$ cat src/rtl/ser_arbiter_if.sv
// ser_arbiter_if -- bundle of requester and serializer signals for ser_arbiter.
//   req_data_i  N_REQ*DATA_W  per-requester word, requester k at [k*DATA_W +: DATA_W]
//   req_mod_i   N_REQ*MOD_W   per-requester bit count, packed the same way
//   req_val_i   N_REQ         per-requester valid, held stable until accepted
//   req_ready_o N_REQ         accept strobe, at most one bit high
//   ser_data_o  DATA_W        word to serializer
//   ser_mod_o   MOD_W         bit count to serializer (0 = full width)
//   ser_val_o   1             one-cycle launch strobe
//   ser_busy_i  1             serializer busy
//   grant_id_o  clog2(N_REQ)  requester owning the serializer
//   busy_o      1             transfer in progress
//   err_o       1             one-cycle busy-timeout pulse
// modport master: the arbiter side. modport slave: requesters + serializer side.
interface ser_arbiter_if #(
  parameter int N_REQ  = 4,
  parameter int DATA_W = 16,
  parameter int MOD_W  = 4
);
  localparam int ID_W = $clog2(N_REQ);

  logic [N_REQ*DATA_W-1:0] req_data_i;
  logic [N_REQ*MOD_W-1:0]  req_mod_i;
  logic [N_REQ-1:0]        req_val_i;
  logic [N_REQ-1:0]        req_ready_o;
  logic [DATA_W-1:0]       ser_data_o;
  logic [MOD_W-1:0]        ser_mod_o;
  logic                    ser_val_o;
  logic                    ser_busy_i;
  logic [ID_W-1:0]         grant_id_o;
  logic                    busy_o;
  logic                    err_o;

  modport master (
    input  req_data_i, req_mod_i, req_val_i, ser_busy_i,
    output req_ready_o, ser_data_o, ser_mod_o, ser_val_o, grant_id_o, busy_o, err_o
  );

  modport slave (
    output req_data_i, req_mod_i, req_val_i, ser_busy_i,
    input  req_ready_o, ser_data_o, ser_mod_o, ser_val_o, grant_id_o, busy_o, err_o
  );
endinterface

$ cat src/rtl/ser_arbiter.sv
// ser_arbiter -- round-robin arbiter feeding one serializer from N_REQ requesters.
// An idle arbiter accepts the first valid requester at or after the round-robin
// pointer, launches its word for one cycle, then waits up to BUSY_TO cycles for
// the serializer to go busy and for busy to fall again. Timeout pulses err_o.
// Ports:
//   clk_i   single clock, rising edge
//   srst_i  synchronous active-high reset
//   bus     ser_arbiter_if.master (requester handshake and serializer link)
module ser_arbiter #(
  parameter int N_REQ   = 4,
  parameter int DATA_W  = 16,
  parameter int MOD_W   = 4,
  parameter int BUSY_TO = 3
) (
  input  logic          clk_i,
  input  logic          srst_i,
  ser_arbiter_if.master bus
);
  localparam int ID_W  = $clog2(N_REQ);
  localparam int CNT_W = (BUSY_TO > 1) ? $clog2(BUSY_TO) : 1;

  typedef enum logic [1:0] {IDLE, LAUNCH, WAIT_BUSY, WAIT_DONE} state_t;

  state_t            state_q;
  logic [ID_W-1:0]   rr_ptr_q;
  logic [ID_W-1:0]   grant_q;
  logic [CNT_W-1:0]  cnt_q;
  logic [DATA_W-1:0] data_q;
  logic [MOD_W-1:0]  mod_q;
  logic              ser_val_q;
  logic              busy_q;
  logic              err_q;

  logic              win_found;
  logic [ID_W-1:0]   win_idx;
  logic [ID_W-1:0]   cand;
  logic [DATA_W-1:0] win_data;
  logic [MOD_W-1:0]  win_mod;
  logic [ID_W-1:0]   next_ptr;
  logic              accept;

  // Round-robin search: first valid index at or after rr_ptr_q, wrapping.
  always_comb begin
    win_found = 1'b0;
    win_idx   = '0;
    cand      = '0;
    for (int unsigned i = 0; i < N_REQ; i++) begin
      cand = ID_W'((32'(rr_ptr_q) + i) % 32'(N_REQ));
      if (!win_found && bus.req_val_i[cand]) begin
        win_found = 1'b1;
        win_idx   = cand;
      end
    end
    win_data = bus.req_data_i[win_idx*DATA_W +: DATA_W];
    win_mod  = bus.req_mod_i[win_idx*MOD_W +: MOD_W];
  end

  assign next_ptr = (grant_q == ID_W'(N_REQ - 1)) ? '0 : grant_q + ID_W'(1);

  // Ready is combinational so the handshake completes in the arbitration cycle.
  assign accept          = (state_q == IDLE) && win_found && !srst_i;
  assign bus.req_ready_o = accept ? (N_REQ'(1) << win_idx) : '0;

  always_ff @(posedge clk_i) begin
    if (srst_i) begin
      state_q   <= IDLE;
      rr_ptr_q  <= '0;
      grant_q   <= '0;
      cnt_q     <= '0;
      data_q    <= '0;
      mod_q     <= '0;
      ser_val_q <= 1'b0;
      busy_q    <= 1'b0;
      err_q     <= 1'b0;
    end else begin
      ser_val_q <= 1'b0;
      err_q     <= 1'b0;
      case (state_q)
        IDLE: begin
          if (win_found) begin
            data_q    <= win_data;
            mod_q     <= win_mod;
            grant_q   <= win_idx;
            ser_val_q <= 1'b1;
            busy_q    <= 1'b1;
            state_q   <= LAUNCH;
          end
        end
        LAUNCH: begin
          cnt_q   <= '0;
          state_q <= WAIT_BUSY;
        end
        WAIT_BUSY: begin
          if (bus.ser_busy_i) begin
            state_q <= WAIT_DONE;
          end else if (cnt_q == CNT_W'(BUSY_TO - 1)) begin
            // BUSY_TO cycles in WAIT_BUSY without busy: give up on this transfer.
            err_q    <= 1'b1;
            busy_q   <= 1'b0;
            data_q   <= '0;
            mod_q    <= '0;
            rr_ptr_q <= next_ptr;
            state_q  <= IDLE;
          end else begin
            cnt_q <= cnt_q + CNT_W'(1);
          end
        end
        WAIT_DONE: begin
          if (!bus.ser_busy_i) begin
            busy_q   <= 1'b0;
            data_q   <= '0;
            mod_q    <= '0;
            rr_ptr_q <= next_ptr;
            state_q  <= IDLE;
          end
        end
        default: state_q <= IDLE;
      endcase
    end
  end

  // data_q/mod_q are cleared on every return to IDLE, so they read zero there.
  assign bus.ser_data_o = data_q;
  assign bus.ser_mod_o  = mod_q;
  assign bus.ser_val_o  = ser_val_q;
  assign bus.grant_id_o = grant_q;
  assign bus.busy_o     = busy_q;
  assign bus.err_o      = err_q;
endmodule

$ cat src/flat_wrapper.sv
// flat-port wrapper written by rule: the top's interface ports become plain ports
module ser_arbiter_flat 
#(
  parameter int N_REQ   = 4,
  parameter int DATA_W  = 16,
  parameter int MOD_W   = 4,
  parameter int BUSY_TO = 3
)
  (clk_i, srst_i, bus_req_data_i, bus_req_mod_i, bus_req_val_i, bus_ser_busy_i, bus_req_ready_o, bus_ser_data_o, bus_ser_mod_o, bus_ser_val_o, bus_grant_id_o, bus_busy_o, bus_err_o);
  ser_arbiter_if #(.N_REQ(N_REQ), .DATA_W(DATA_W), .MOD_W(MOD_W)) bus_i ();
  input  logic clk_i;
  input  logic srst_i;
  input wire logic [$bits(bus_i.req_data_i)-1:0] bus_req_data_i;
  input wire logic [$bits(bus_i.req_mod_i)-1:0] bus_req_mod_i;
  input wire logic [$bits(bus_i.req_val_i)-1:0] bus_req_val_i;
  input wire logic [$bits(bus_i.ser_busy_i)-1:0] bus_ser_busy_i;
  output wire logic [$bits(bus_i.req_ready_o)-1:0] bus_req_ready_o;
  output wire logic [$bits(bus_i.ser_data_o)-1:0] bus_ser_data_o;
  output wire logic [$bits(bus_i.ser_mod_o)-1:0] bus_ser_mod_o;
  output wire logic [$bits(bus_i.ser_val_o)-1:0] bus_ser_val_o;
  output wire logic [$bits(bus_i.grant_id_o)-1:0] bus_grant_id_o;
  output wire logic [$bits(bus_i.busy_o)-1:0] bus_busy_o;
  output wire logic [$bits(bus_i.err_o)-1:0] bus_err_o;
  assign bus_i.req_data_i = bus_req_data_i;
  assign bus_i.req_mod_i = bus_req_mod_i;
  assign bus_i.req_val_i = bus_req_val_i;
  assign bus_i.ser_busy_i = bus_ser_busy_i;
  assign bus_req_ready_o = bus_i.req_ready_o;
  assign bus_ser_data_o = bus_i.ser_data_o;
  assign bus_ser_mod_o = bus_i.ser_mod_o;
  assign bus_ser_val_o = bus_i.ser_val_o;
  assign bus_grant_id_o = bus_i.grant_id_o;
  assign bus_busy_o = bus_i.busy_o;
  assign bus_err_o = bus_i.err_o;
  ser_arbiter #(.N_REQ(N_REQ), .DATA_W(DATA_W), .MOD_W(MOD_W), .BUSY_TO(BUSY_TO)) u_core (.clk_i(clk_i), .srst_i(srst_i), .bus(bus_i));
endmodule
$ cat config.mk
export PLATFORM = sky130hd
export DESIGN_NAME = ser_arbiter_flat
export DESIGN_NICKNAME = d
export VERILOG_FILES = /design/src/rtl/ser_arbiter_if.sv /design/src/rtl/ser_arbiter.sv /design/src/flat_wrapper.sv
export SDC_FILE = /design/constraint.sdc
export NUM_CORES = 1
export LEC_CHECK = 0
export CORE_MARGIN = 4
export CORE_UTILIZATION = 35
export DETAILED_ROUTE_END_ITERATION = 16
export GPL_TIMING_DRIVEN = 1
export PLACE_DENSITY = 0.76
export SLEW_MARGIN = 20
export SYNTH_ARGS = -nofsm -noshare
export SYNTH_HDL_FRONTEND = slang
export SYNTH_SLANG_ARGS = --single-unit
$ cat constraint.sdc
create_clock -name clk_i -period 1.7 [get_ports clk_i]
set_input_delay 0.17 -clock clk_i [delete_from_list [all_inputs] [get_ports clk_i]]
set_output_delay 0.17 -clock clk_i [all_outputs]
set_load 0.05 [all_outputs]
==> summary.md <==
| Metric | Value |
|---|---|
| Status | `finished, violations left` |
| Failing checks | `setup timing` |
| Worst setup margin | `-0.0406 ns` |
| Warnings, synthesis | `0` |
| Distinct cells, synth | `32` |
| Worst Hold Class | `register to register` |
| Internal Power | `approximately 1.7 mW` |
| Final Cycle Share | `102%` |
| Vias per inst | `4.83` |
| Slew Viols, Final | `0` |
| Antenna Violating Nets Remaining | `0` |
| Sw Ratio | `35.9%` |
| Reg2Reg Depth | `7` |
| Register area share after synthesis | `about a third` |
| Pin count of the biggest net entering global routing | `17` |
| FF/Latch Area | `~630 um^2` |
| Clock slew at reported path FFs | `0.07 ns` |
| Sum Neg Setup Slack | `-0.154 ns` |
| Pre-Repair DR Iteration Count | `4` |
| Worst r2r src | `u_core.rr_ptr_q[1]$_SDFFE_PP0P_` |
| Drc violations | `0` |
| Max-cap viol count | `0` |
| Syn_area_per_cell | `10.6 um^2` |
| IO Pins | `116` |
| P_sw | `0.960 mW` |
| DP HPWL | `4520 um` |
| Placed inst area | `approximately 0.0033 mm^2` |
| Sequential share of power | `32.9%` |
| Grt total ovfl | `0` |
| Pwr Density | `roughly 750 mW/mm^2` |
| Crit path max fanout | `5` |
| Multi-input gate area | `0.00125 mm^2` |
| Commonest non-fill, non-tap cell in the layout | `clkdlybuf4s50_1` |
| Fraction of layout cells with a size suffix above 1 | `37.9%` |
| Worst hold stages | `2` |
| DP Cell Count | `between 300 and 400` |
| Routed WL per cell | `14.6 um` |
| CP Cell Sequence | `mux2i_1, o22ai_2, buf_4, o21ai_4, nor2_2, buf_6` |
| CTS sink cnt | `31` |
| Leakage power | `about 1.4 nW` |
| Hold EP | `u_core.bus.ser_data_o[14]$_SDFFE_PP0P_` |
| Worst R2R Setup Slack | `0.08 ns` |
| Fin. Hold Viols | `0` |
| Non-filler cells, final | `400` |
| Clk buf depth | `2` |
| Synth-to-Final Area Change | `83.5%` |
| Worst skew pair latency | `about 0.28 ns` |
| Most frequent cells in the layout | `94 x clkdlybuf4s50_1, 46 x buf_4, 41 x mux2i_1` |
| Fmax | `between 500 and 600 MHz` |
| VDD IR-drop max | `between 0.4 and 0.5 mV` |
| CTS tree | `yes` |
| Post-route minimum period | `1.74 ns` |
| Worst setup EP type | `primary output` |
| Port bufs | `~120` |
| Syn_nets | `between 200 and 300` |
| Cts bufs inserted | `5` |
| Netlist Area Pre-Place | `0.00194 mm^2` |
| Worst reg2reg endpoint | `u_core.bus.ser_data_o[0]$_SDFFE_PP0P_` |
| Fin area | `approximately 0.0036 mm^2` |
| Post-layout net count | `419` |
| Actual slew at the worst max-slew pin | `between 0.5 and 0.6 ns` |
| Initial antenna violation count | `0` |
| Cells after Synth | `182` |
| Rel. slew slack | `65.8%` |
| Die area | `0.00679 mm^2` |
| Crit-path max cell delay | `roughly 0.37 ns` |
| Worst path arrival time | `1.57 ns` |
| Via count | `around 1900` |
| GPL Wtd Cong | `just under 0.8` |
| # diodes | `0` |
| CP Class | `register to primary output` |
| Die X | `82.4 um` |
| CTS root buffer | `clkbuf_8` |
| Setup Viol. Count Final | `4` |
| H-tree level count | `2` |
| Die span in y | `between 80 and 90 um` |
| Slowest CP cell | `dfxtp_4` |
| Min-delay src | `u_core.bus.ser_data_o[14]$_SDFFE_PP0P_` |
| Worst path required time | `1.53 ns` |
| Core ar. | `0.00524 mm^2` |
| Fillers | `425` |
| First-pass GRT wire length | `around 8800 um` |
| GRT Util Overall | `between 10% and 20%` |
| Critical Path Start Type | `register` |
| Initial Util | `between 30% and 40%` |
| Final Core Density | `67.8%` |
| Site Rows | `26` |
| RSZ-0062 raised after global routing | `true` |
| Clock power frac | `22.0%` |
| WL final | `5840 um` |
| Initial drt markers | `37` |
| Final Skew | `0.00686 ns` |
| Vias in the first global route | `1916` |
| Yosys reg bits | `31` |
| Combinational share of power | `a little under half` |
layer usage:
layer,track usage [%],vias up,routed length [um]
met2,30.1,79,2920
li1,-,971,-
met1,19.0,878,2300
met3,5.75,5,580
met4,4.32,0,42
met5,0,-,0
Yosys cell counts:
cell type,number,area [um^2]
nor4b_1,1,8.76
nor2_2,1,6.26
or2_1,1,6.26
nor2_4,1,11.3
and3b_4,1,12.5
nor2_1,13,48.8
o22ai_1,1,6.26
nor3_1,2,10.0
dfxtp_1,31,621
buf_6,4,45.0
nand2_1,6,22.5
a21oi_1,9,45.0
nand3_1,1,5.00
nand2b_1,2,12.5
o21ai_0,1,5.00
buf_2,1,5.00
a2bb2oi_1,1,8.76
nand2_2,21,131
clkbuf_1,1,3.75
o221ai_2,20,300
nor4_1,1,6.26
buf_4,5,37.5
o21ai_2,1,8.76
buf_12,2,40.0
ha_1,2,25.0
a22o_1,1,8.76
inv_1,4,15.0
o41ai_4,1,27.5
mux2i_1,42,420
a211o_2,1,10.0
a22oi_1,2,15.0
a21o_1,1,7.51
metrics by stage:
stage	worst slack, ns	power (mW)	hold WS [ns]
floorplan	-0.233	1.56	0.260
global placement	-0.262	2.02	0.447
detailed placement	-0.294	2.03	0.455
CTS	-0.0723	2.66	0.470
global route	-0.135	2.81	0.490
finish	-0.0406	2.68	0.464
sequential cells by signal (all words and copies together), names as in the netlist:
name                   cells
u_core.bus.busy_o          1
u_core.bus.grant_id_o      2
u_core.bus.ser_val_o       1
u_core.rr_ptr_q            2
u_core.bus.err_o           1
u_core.cnt_q               2
u_core.bus.ser_data_o     16
u_core.state_q             2
u_core.bus.ser_mod_o       4
timing repair:
| item | in CTS | in global routing |
|---|---|---|
| setup endpoints to repair | 5 | 19 |
| buffers inserted | 8 | 9 |
| hold endpoints to repair | 0 | 0 |
| pin swaps | 4 | 5 |
| gates resized for setup | 17 | 9 |
| hold buffers | 0 | 0 |
worst max-delay path: cells and delay by family (launching register included):
kind,cells,cell delay (ns)
flip-flops,1,0.37
AO/OA/AOI/OAI,2,0.31
buffers and inverters,2,0.31
multiplexers,1,0.22
AND/OR/NAND/NOR,1,0.07
final cells by class:
cell class / instances / area share, %
clock buffer: 6 / 2.32
tap: 70 / 2.46
timing repair buffer: 154 / 41.8
multi-input combinational: 134 / 35.1
clock inverter: 1 / 0.141
inverter: 4 / 0.423
sequential: 31 / 17.7
how the worst max path moves through the flow:
stage                                                from                               endpoint  slack [ns]  cells past startpoint
after floorplan            u_core.state_q[0]$_SDFFE_PP0P_                     bus_req_ready_o[0]       -0.23                      7
after global placement                   bus_req_val_i[0]                     bus_req_ready_o[2]       -0.26                      7
after detailed placement                 bus_req_val_i[0]  u_core.bus.ser_data_o[0]$_SDFFE_PP0P_       -0.29                      6
after CTS                 u_core.rr_ptr_q[1]$_SDFFE_PP0P_                     bus_req_ready_o[3]       -0.07                      7
after global routing      u_core.rr_ptr_q[1]$_SDFFE_PP0P_                     bus_req_ready_o[3]       -0.13                      7
final                     u_core.rr_ptr_q[1]$_SDFFE_PP0P_                     bus_req_ready_o[0]       -0.04                      6
kinds of logic after synthesis:
| group | share of synthesized area [%] |
|---|---|
| DFF | 32.0 |
| AOI/OAI and AO/OA | 22.9 |
| adders and majority gates | 1.29 |
| and+or+nand+nor | 14.5 |
| buffers and inverters | 7.56 |
| muxes | 21.7 |
power by group through the flow:
stage	Sequential [mW]	Clock (mW)	Combinational [mW]
floorplan	1.16	0	0.408
global placement	0.897	0	1.13
detailed placement	0.898	0	1.13
CTS	0.884	0.611	1.17
global route	0.891	0.639	1.28
finish	0.880	0.590	1.21
Note: power is estimated with default switching activity, not from simulation.
==> RTL change 1 (config.mk and constraints unchanged) <==
`MOD_W` is set to 4 in 3 places; all go to 6.
--- a/src/rtl/ser_arbiter_if.sv
+++ b/src/rtl/ser_arbiter_if.sv
@@ -14,7 +14,7 @@
 interface ser_arbiter_if #(
   parameter int N_REQ  = 4,
   parameter int DATA_W = 16,
-  parameter int MOD_W  = 4
+  parameter int MOD_W  = 6
 );
   localparam int ID_W = $clog2(N_REQ);
 
--- a/src/rtl/ser_arbiter.sv
+++ b/src/rtl/ser_arbiter.sv
@@ -9,7 +9,7 @@
 module ser_arbiter #(
   parameter int N_REQ   = 4,
   parameter int DATA_W  = 16,
-  parameter int MOD_W   = 4,
+  parameter int MOD_W   = 6,
   parameter int BUSY_TO = 3
 ) (
   input  logic          clk_i,
--- a/src/flat_wrapper.sv
+++ b/src/flat_wrapper.sv
@@ -3,7 +3,7 @@
 #(
   parameter int N_REQ   = 4,
   parameter int DATA_W  = 16,
-  parameter int MOD_W   = 4,
+  parameter int MOD_W   = 6,
   parameter int BUSY_TO = 3
 )
   (clk_i, srst_i, bus_req_data_i, bus_req_mod_i, bus_req_val_i, bus_ser_busy_i, bus_req_ready_o, bus_ser_data_o, bus_ser_mod_o, bus_ser_val_o, bus_grant_id_o, bus_busy_o, bus_err_o);
Interface: changed (resized bus_req_mod_i and bus_ser_mod_o); port bits go from 116 to 126. No check against the original RTL was run, so the function may have changed too.
==> RTL change 1 against the unedited design <==
  * The flow still finishes with violations (negative setup slack)
  * Hold slack got worse by 7.8 ps
  * Register-to-register slack worse by 150 ps
  * Sequential cell count up 2
  * Via count up 39%
  * Non-clock buffer count rose by 21
  * Total power increased by 22%
  * Synthesized area increased by 16%
  * Final area grew 24%
  * Wire length rose by 53%
  * Setup slack worse by 71 ps
  * Critical path type unchanged
  * Highest routed layer unchanged
==> RTL change 1: results <==
[yosys]
synth-seq-area-share_pct = 29.33
synthTopCellsByCount = dfxtp_1, nand2_1, a21o_1
synthTopCellsByArea = dfxtp_1, o211ai_2, mux2i_1, a21o_1, o31ai_1
synthDistinctLibCells = 34
syn_nets = 350

[pwr]
p_leak_nw = 1.792
internal_power_mw = 2.140

[sta]
fin_skew_ps = 10.78
holdWs_ps = 456.5
max_slew.worst_pin.slew_ps = 522.6
finalSetupViolCount = 12
setup_ws_ps = -111.3

[setup_path]
cpPeakStageDelay_ps = 390
rrSetupSlack_ps = -70
r2r_cells = 8

[run_status]
violations = negative setup slack
status = finished, violations left

[global_route]
grt_first_pass_wirelength_um = 12990
grt_max_degree = 23

[placed_design]
port-buffer-count = 125
routabilityCongestion = 0.7808

[final_layout]
nNetsFinal = 507
drive_above_1_share_pct = 31.14

[hold_path]
hold_path_end = u_core.bus.busy_o$_SDFFE_PP0P_

[route]
drt_iter0_drc = 125
[RTL change 1: cell families (layout without fill, tap and decap cells)]
family          after synthesis  after routing  synth area share, %
fa+ha+maj                     2              2                1.111
simple gates                 84             84                20.33
mux                          23             23                10.22
buf+inv                      27            185                7.222
compound gates               84             84                31.78
flops                        33             33                29.33
[RTL change 1: area by class of cell]
cell class	count	area, µm²	area share [%]
clock inverters	3	65.06	1.481
well taps	75	93.84	2.136
clock buffers	5	68.82	1.566
inverters	2	7.507	0.1708
flip-flops and latches	33	665.6	15.15
multi-input cells	193	1650	37.56
repair buffers	175	1843	41.94
[RTL change 1: timing repair]
item                                    4_1_cts  5_1_grt
gates resized for setup                      17       38
pin swaps                                    10       13
endpoints found under the setup margin        4       26
setup buffers                                 9        3
gates cloned                                  0        4
[RTL change 1: layer usage]
layer	track usage, %	wire [µm]
met5	0	0
met2	39.02	4545
met3	5.028	721
met4	7.418	154
met1	24.32	3512
[RTL change 1: through the flow]
stage | power, mW | setup slack [ps] | setup TNS (ps) | cell area, µm² | cells
2_1_floorplan | 1.646 | -82.09 | -164.2 | 2272 | 253
3_3_place_gp | 2.199 | -226.1 | -4955 | 3851 | 463
3_5_place_dp | 2.223 | -282.7 | -6627 | 3851 | 463
4_1_cts | 3.167 | -77.63 | -340.9 | 4106 | 480
5_1_grt | 3.391 | -190.4 | -1886 | 4394 | 486
6_report | 3.262 | -111.3 | -548.9 | 4394 | 486
[RTL change 1: worst max path at each step]
stage | depth (start not counted) | end | start
global route | 6 | bus_req_ready_o[1] | u_core.rr_ptr_q[1]$_SDFFE_PP0P_
detailed placement | 8 | bus_req_ready_o[2] | bus_req_val_i[2]
finish | 6 | bus_req_ready_o[1] | u_core.rr_ptr_q[1]$_SDFFE_PP0P_
CTS | 6 | bus_req_ready_o[3] | u_core.rr_ptr_q[1]$_SDFFE_PP0P_
floorplan | 5 | bus_req_ready_o[2] | u_core.state_q[0]$_SDFFE_PP0P_
global placement | 8 | bus_req_ready_o[2] | bus_req_val_i[2]
[RTL change 1: power groups by stage]
stage | registers (mW) | clock network [mW] | logic (mW)
floorplan | 1.21 | 0 | 0.440
global placement | 0.928 | 0 | 1.27
detailed placement | 0.932 | 0 | 1.29
CTS | 0.913 | 0.921 | 1.33
global route | 0.926 | 0.956 | 1.51
finish | 0.914 | 0.908 | 1.44
[RTL change 1: critical path, delay by kind of cell (launching register included)]
family | cells | cell delay [ps]
compound gates | 2 | 490
flops | 1 | 390
buf+inv | 2 | 300
simple gates | 2 | 170
==> RTL change 2 (same flow settings) <==
Made on the original files. Encoding of `state_t`: now one-hot (4 bits for 4 states).
--- a/src/rtl/ser_arbiter.sv
+++ b/src/rtl/ser_arbiter.sv
@@ -19,7 +19,7 @@
   localparam int ID_W  = $clog2(N_REQ);
   localparam int CNT_W = (BUSY_TO > 1) ? $clog2(BUSY_TO) : 1;
 
-  typedef enum logic [1:0] {IDLE, LAUNCH, WAIT_BUSY, WAIT_DONE} state_t;
+  typedef enum logic [3:0] {IDLE = 4'b0001, LAUNCH = 4'b0010, WAIT_BUSY = 4'b0100, WAIT_DONE = 4'b1000} state_t;
 
   state_t            state_q;
   logic [ID_W-1:0]   rr_ptr_q;
Check against the original RTL: no difference found for any inputs over 4 cycles, from zero or initial values and one cycle with srst_i high; so few cycles prove little.
==> RTL change 2 against the unedited design <==
  * The run still ends with negative setup slack left
  * Sequential power up 12%
  * Synthesized area grew 9.1%
  * Clock power grew 37%
  * Wire length is 42% higher
  * Non-clock buffer count rose by 13
  * Total power grew 39%
  * Utilization shrank 0.33 points
  * Sequential share of layout area is 0.87 points lower
  * Final area rose by 12%
  * Setup slack worse by 110 ps
  * Sequential cell count is 2 higher
  * Critical path type unchanged
  * Critical endpoint unchanged
  * Largest cell class unchanged
==> RTL change 2: results <==
[yosys]
synthArstFlopShare_pct = 0
synth-seq-area-share_pct = 31.26
syn_nets = 348
synthCells = 259
synth.most_common_cell = nand3_1
synthDistinctLibCells = 49
synthTopCellsByArea = dfxtp_1, nand3_1, a211o_1, a32oi_1, o21ai_0
yosysWarnings = 0
synthTopCellsByCount = nand3_1, dfxtp_1, a211o_1, a32oi_1, o21ai_0

[sta]
fin_skew_ps = 6.404
finalSetupViolCount = 24
setup_ws_ps = -146.3
max_slew.worst_pin.slew_ps = 530.9
setup_tns_ps = -2448

[pwr]
p_leak_nw = 1.563
peakVddDrop_v = 0.0005160

[global_route]
grt_max_degree = 21
grt_usage_pct = 21.74
grtUsageMet3_pct = 4.611
grt_pass1_vias = 2650
grt_first_pass_wirelength_um = 12870
use_met2_pct = 35.17
met1_usage_pct = 28.69

[hold_path]
holdCritPathClass = primary input to register

[route]
drt-total-wl_um = 8313
viasPerCell = 5.588
wl_per_cell_um = 17.14
drt_iter0_drc = 155

[placed_design]
hpwlAfterDp_um = 5823
dp.cells = 460
place_ws_ps = -480.6
place_area_um2 = 3636
routabilityCongestion = 0.7858

[final_layout]
drive_above_1_share_pct = 24.39
nNetsFinal = 498

[setup_path]
slowest_stage = nor4b_4
cpPeakStageDelay_ps = 360

[run_status]
status = finished, violations left
violations = negative setup slack
## RTL change 2: cell types whose count changed in the layout (fill, tap and decap cells not counted), moves of 4 or more
cell / before / now
a211o_1: 0 / 17
a32oi_1: 0 / 17
clkdlybuf4s50_1: 94 / 104
mux2i_1: 41 / 2
nand2_2: 21 / 0
nand3_1: 0 / 57
nor2_2: 4 / 0
nor2b_1: 0 / 4
o21ai_0: 1 / 17
o21ai_1: 0 / 6
o221ai_2: 20 / 0
## RTL change 2: through the flow
stage | hold WS (ps) | total power [mW] | utilization [%]
6_report | 452.0 | 3.725 | 67.52
5_1_grt | 446.3 | 3.903 | 67.52
4_1_cts | 445.0 | 3.698 | 66.65
3_5_place_dp | 454.6 | 2.784 | 61.78
3_3_place_gp | 440.7 | 2.760 | 61.78
2_1_floorplan | 315.8 | 2.011 | -
## RTL change 2: area by class of cell
class,instances,area [µm²]
flip-flops and latches,33,669.4
clock buffers,6,82.58
multi-input cells,198,1420
fillers,480,1912
clock inverters,2,36.28
inverters,4,17.52
well taps,75,93.84
repair buffers,167,1654
## RTL change 2: path summary, 6_finish.rpt
check | startpoint | end | slack [ps] | depth (start not counted)
max | u_core.state_q[2]$_SDFFE_PP0P_ | bus_req_ready_o[0] | -150 | 5
min | bus_req_mod_i[15] | u_core.bus.ser_mod_o[3]$_SDFFE_PP0P_ | 450 | 3
max reg2reg | u_core.state_q[2]$_SDFFE_PP0P_ | u_core.bus.ser_mod_o[3]$_SDFFE_PP0P_ | -120 | 8
min reg2reg | u_core.bus.busy_o$_SDFFE_PP0P_ | u_core.bus.busy_o$_SDFFE_PP0P_ | 460 | 2
## RTL change 2: critical path, delay by kind of cell, from the launching register on
family	cells	cell delay, ps
flip-flops	1	340
AND/OR/NAND/NOR	3	700
buffers and inverters	2	330
## RTL change 2: layer usage
metal	share of wire (%)	routed length (µm)	vias to the layer above
met5	0	0	-
met4	1.3	108	0
met3	8.2	681	9
met2	49	4060	116
met1	42	3462	1293
li1	-	-	1292
## RTL change 2: logic make-up after synthesis
kind of cell	after synthesis	synth area share [%]
and+or+nand+nor	110	29.07
AOI/OAI and AO/OA	82	28.95
DFF	33	31.26
buffers and inverters	28	7.697
muxes	3	1.421
adders and majority gates	2	1.184
xor gates and xnor gates	1	0.4145
## RTL change 2: repair_timing
action,4_1_cts,5_1_grt
pin swaps,11,2
endpoints found under the setup margin,23,28
buffers inserted,14,3
resized for setup,19,6
hold buffers,0,0
## RTL change 2: report_power, final
| part | leakage [nW] | internal, mW | switching (mW) |
|---|---|---|---|
| Clock | 0.0617 | 0.478 | 0.331 |
| Combinational | 1.23 | 0.868 | 1.06 |
| Sequential | 0.273 | 0.905 | 0.0848 |
| Total | 1.56 | 2.25 | 1.47 |
